File: config.mk
export PLATFORM = sky130hd
export DESIGN_NAME = axis_to_fifo
export DESIGN_NICKNAME = d
export VERILOG_FILES = /design/src/rtl/axis_to_fifo.sv
export SDC_FILE = /design/constraint.sdc
export NUM_CORES = 2
export LEC_CHECK = 0
export BUFFER_PORTS_ARGS = -buffer_cell sky130_fd_sc_hd__buf_4
export CORE_AREA = 2 2 457 459
export DETAILED_ROUTE_END_ITERATION = 10
export DIE_AREA = 0 0 459 461
export SETUP_SLACK_MARGIN = 0.1
export SKIP_CTS_REPAIR_TIMING = 1
export SLEW_MARGIN = 20
export SYNTH_ARGS = -nofsm -noshare
export SYNTH_HDL_FRONTEND = slang
export SYNTH_SLANG_ARGS = --single-unit
File: constraint.sdc
create_clock -name clock -period 4.53 [get_ports clock]
set_clock_uncertainty 0.05 [all_clocks]
set_input_delay 0.453 -clock clock [delete_from_list [all_inputs] [get_ports clock]]
set_output_delay 0.453 -clock clock [all_outputs]
set_load 0.05 [all_outputs]
File: src/rtl/axis_to_fifo.sv
// AXI-Stream slave to FIFO-write bridge with a 2-entry skid buffer, frame tracking and error flagging.
// Optional frame truncation at MAX_FRAME_BEATS is compiled in with `define AXIS_TO_FIFO_TRUNCATE_EN.
module axis_to_fifo #(
    parameter int DATA_SIZE       = 512,
    parameter int MAX_FRAME_BEATS = 64
) (
    input  logic                            clock,
    input  logic                            reset,
    input  logic                            tvalid_in,
    output logic                            tready_out,
    input  logic [DATA_SIZE-1:0]            tdata_in,
    input  logic [DATA_SIZE/8-1:0]          tkeep_in,
    input  logic                            tlast_in,
    output logic                            fifo_write_enable,
    output logic [DATA_SIZE+DATA_SIZE/8:0]  fifo_data_in,
    input  logic                            fifo_full,
    output logic [15:0]                     frame_count,
    output logic                            protocol_error,
    output logic [1:0]                      frame_state_dbg
);

    localparam int KEEP_W = DATA_SIZE / 8;
    localparam int WORD_W = DATA_SIZE + KEEP_W + 1;
    localparam int CNT_W  = $clog2(MAX_FRAME_BEATS + 1);
    localparam logic [CNT_W-1:0] MAX_CNT = CNT_W'(MAX_FRAME_BEATS);

    // Handshake: a beat moves only in a cycle with tvalid_in=1 and tready_out=1;
    // tready_out is a flop, so the upstream sees a stable ready for the whole cycle.
    typedef enum logic [1:0] {
        ST_IDLE     = 2'd0,
`ifdef AXIS_TO_FIFO_TRUNCATE_EN
        ST_DISCARD  = 2'd2,
`endif
        ST_IN_FRAME = 2'd1
    } state_e;

    state_e              state_q, state_d;
    logic [CNT_W-1:0]    beat_cnt_q, beat_cnt_d;
    logic [1:0]          occ_q, occ_d;
    logic [WORD_W-1:0]   buf_q [2];
    logic [WORD_W-1:0]   buf_d [2];
    logic                tready_q, tready_d;
    logic [15:0]         frame_count_q, frame_count_d;
    logic                perr_q, perr_d;

    logic                accept;
    logic                pop;
    logic                push;
    logic [WORD_W-1:0]   push_word;
    logic [CNT_W-1:0]    beat_next;
    logic [1:0]          occ_after_pop;

    // Frame tracking and decision on whether an accepted beat is buffered.
    always_comb begin
        accept     = tvalid_in && tready_q;
        beat_next  = (beat_cnt_q == MAX_CNT) ? beat_cnt_q : beat_cnt_q + CNT_W'(1);
        state_d    = state_q;
        beat_cnt_d = beat_cnt_q;
        push       = 1'b0;
        push_word  = {tlast_in, tkeep_in, tdata_in};
        case (state_q)
            ST_IDLE, ST_IN_FRAME: begin
                if (accept) begin
                    push       = 1'b1;
                    beat_cnt_d = beat_next;
                    if (tlast_in) begin
                        state_d    = ST_IDLE;
                        beat_cnt_d = '0;
                    end
`ifdef AXIS_TO_FIFO_TRUNCATE_EN
                    else if (beat_next == MAX_CNT) begin
                        // Close the frame downstream; the rest of it is swallowed.
                        push_word[WORD_W-1] = 1'b1;
                        state_d             = ST_DISCARD;
                    end
`endif
                    else begin
                        state_d = ST_IN_FRAME;
                    end
                end
            end
`ifdef AXIS_TO_FIFO_TRUNCATE_EN
            ST_DISCARD: begin
                if (accept && tlast_in) begin
                    state_d    = ST_IDLE;
                    beat_cnt_d = '0;
                end
            end
`endif
            default: begin
                state_d    = ST_IDLE;
                beat_cnt_d = '0;
            end
        endcase
    end

    // Skid buffer: entry 0 is the head; pop shifts, push lands behind surviving entries.
    always_comb begin
        pop           = (occ_q != 2'd0) && !fifo_full;
        buf_d         = buf_q;
        occ_after_pop = occ_q - {1'b0, pop};
        if (pop) begin
            buf_d[0] = buf_q[1];
        end
        if (push) begin
            buf_d[occ_after_pop[0]] = push_word;
        end
        occ_d         = occ_after_pop + {1'b0, push};
        tready_d      = (occ_d < 2'd2);
        frame_count_d = frame_count_q + {15'd0, pop && buf_q[0][WORD_W-1]};
        perr_d        = accept && (tkeep_in == '0);
    end

    always_ff @(posedge clock or negedge reset) begin
        if (!reset) begin
            state_q       <= ST_IDLE;
            beat_cnt_q    <= '0;
            occ_q         <= 2'd0;
            buf_q[0]      <= '0;
            buf_q[1]      <= '0;
            tready_q      <= 1'b0;
            frame_count_q <= 16'd0;
            perr_q        <= 1'b0;
        end else begin
            state_q       <= state_d;
            beat_cnt_q    <= beat_cnt_d;
            occ_q         <= occ_d;
            buf_q         <= buf_d;
            tready_q      <= tready_d;
            frame_count_q <= frame_count_d;
            perr_q        <= perr_d;
        end
    end

    assign tready_out        = tready_q;
    assign fifo_write_enable = pop;
    assign fifo_data_in      = buf_q[0];
    assign frame_count       = frame_count_q;
    assign protocol_error    = perr_q;
    assign frame_state_dbg   = state_q;

endmodule

==> results.yml <==
timing:
  report.final.slew_viol_count: 0
  post-route-period-util_pct: 70.8
  worstMarginPinSlew_ns: 1.21
  tns_ns: 0
  report.final.setup_viol: 0
  whs_ns: 0.0906
  hold_viol_final: 0
  fmax_ghz: 0.312
  slew_headroom_pct: 19.7
  period_minus_slack_ns: 3.21
  rsz0062_at_grt: "no"
worst_setup_path:
  crit_buf_inv: 3
  r2r_setup_slack_ns: 1.32
  cp.depth: 7
  worst_path_most_repeated_cell: "buf_4"
  crit_family: "buffers and inverters"
  arrival_ns: 3.86
  critPathCapture: "fifo_data_in[446]"
  critPathMaxStageDelay_ns: 0.75
  worstPathMaxFanout: 148
  criticalPathCategory: "reg2reg"
  cp.required_ns: 5.19
  endpoint_kind: "flip-flop"
  slowest_stage: "buf_4"
  critPathLaunchType: "flip-flop"
  r2r_cells: 7
  reg2reg_to: "fifo_data_in[446]"
  crit_chain: "nor2_1, or2_4, buf_12, buf_4, buf_4, nand2_1, a31oi_1"
  setup.worst_path.start: "occ_q[1]"
  reg2reg_from: "occ_q[1]"
cells_and_area:
  mostFrequentLayoutCells: "buf_4, dfrtp_1, nand2_1"
  fin_nets: 6698
  drive_gt1_share_pct: 33.0
  finalNonFillerCells: 8974
  areaGrowthSynthToFinish_pct: 34.5
  final_common_cell: "buf_4"
  fin_util_pct: 34.1
global_route:
  grt_pass1_vias: 38240
  grt_remaining_overflow: 0
  grt_first_pass_wirelength_mm: 261
  track_usage_pct: 16.3
  grt_max_degree: 172
  antenna_found_initial: 88
cts:
  numCtsBuffers: 139
  clk_pin_slew_ns: 0.06
  clock_path_buffers: 3
  clk_latency_ns: 0.78
  cts_tree: "yes"
  cts_root_buf: "clkbuf_16"
  cts.sinks: 1175
  h-tree-depth: 4
placed_design:
  dp_hpwl_mm: 129
  dpl.cell_count: 8097
  io_buffers: 1177
  gp_congestion: 0.863
synthesis:
  ys_types: 26
  syn_area_mm2: 0.0524
  synthFlopType: "dfrtp_1"
  synthCells: 5036
  synth-edff-count: 0
  syn_area_per_cell_um2: 10.4
  yosysSeqAreaShare_pct: 56.2
  async_flop_share_pct: 100
  ys_ff_latch: 1175
  syn-num-nets: 5622
  synth_warnings: 0
floorplan:
  initial_core_util_pct: 25.4
  die-area_mm2: 0.212
  die_y_um: 461
  die_x_um: 459
  io_pins: 1179
  core_area_mm2: 0.206
  rows: 167
power:
  ir_drop_mv: 0.502
  power_mw: 58.7
  p_leak_nw: 31.8
  power_density_mw_per_mm2: 834
drt:
  drtIter0Drc: 3032
  wl_per_cell_um: 20.3
  routed_wl_mm: 182
  dr.pass1.iters: 6
  num_vias: 41126
  ant_nets: 0
  drc: 0
  viasPerCell: 4.58
hold_path:
  hold_path_class: "in2reg"
run_status:
  status: "finished, final reports clean"
run:
  drv_cap: 0
[where the power goes]
| group | internal (mW) | switching, mW | total (mW) |
|---|---|---|---|
| combinational | 9.64 | 18.4 | 28.1 |
| clock | 6.82 | 4.83 | 11.7 |
| sequential | 16.0 | 3.05 | 19.0 |
[worst reg2reg max path, stage by stage (launching register included)]
cell	delay (ns)
dfrtp_1	0.38
nor2_1	0.14
or2_4	0.19
buf_12	0.46
buf_4	0.65
buf_4	0.79
nand2_1	0.25
a31oi_1	0.24
[stage by stage]
stage	setup slack, ns	instance area [um^2]
global placement	1.13	59700
detailed placement	1.12	59700
floorplan	1.67	52400
global route	1.09	70400
finish	1.32	70400
CTS	1.22	64500
[per-layer routing]
layer  vias up  GRT usage, %  share of wire (%)
met5         -             0               0.22
met4        62          6.22                3.5
met3       368          7.19                9.7
met2      1506          24.7                 45
met1     20653          20.4                 42
li1      18537             -                  -
[cells in the mapped netlist (2+ instances only)]
| cell | instances | area, um^2 |
|---|---|---|
| a31oi_1 | 577 | 3610 |
| and2_1 | 3 | 18.8 |
| and4_1 | 2 | 17.5 |
| buf_1 | 8 | 30.0 |
| buf_2 | 187 | 936 |
| buf_4 | 586 | 4400 |
| buf_6 | 4 | 45.0 |
| clkbuf_1 | 113 | 424 |
| dfrtp_1 | 1175 | 29400 |
| ha_1 | 5 | 62.6 |
| inv_1 | 4 | 15.0 |
| mux2_2 | 577 | 6500 |
| nand2_1 | 1160 | 4350 |
| nand3_1 | 7 | 35.0 |
| nand4_1 | 8 | 50.1 |
| nor2_1 | 582 | 2180 |
| nor4_1 | 15 | 93.8 |
| xnor2_1 | 13 | 114 |
| xor2_1 | 3 | 26.3 |
[worst min path at each step]
stage	startpoint	to	cells after the start
CTS	reset	fifo_data_in[236]	1
finish	tvalid_in	frame_state_dbg[0]	3
floorplan	reset	async pin	0
detailed placement	frame_state_dbg[0]	frame_state_dbg[0]	2
global route	tvalid_in	frame_state_dbg[0]	3
global placement	frame_count[15]	frame_count[15]	1
[layout make-up]
cell class              instances  area [um^2]
fillers                     20525       136000
flip-flops and latches       1175        29400
multi-input cells            2958        17100
repair buffers               1833        15600
clock buffers                 201         4020
well taps                    2704         3380
clock inverters                50          734
diodes                         48          120
inverters                       5         26.3
[logic make-up after synthesis]
logic type	share of synthesized area, %
and+or+nand+nor	13.0
DFF	56.2
buffers and inverters	11.2
AOI/OAI and AO/OA	6.90
muxes	12.4
xor gates and xnor gates	0.268
adders and majority gates	0.119
other	0.00716
Note: power is estimated with default switching activity, not from simulation.
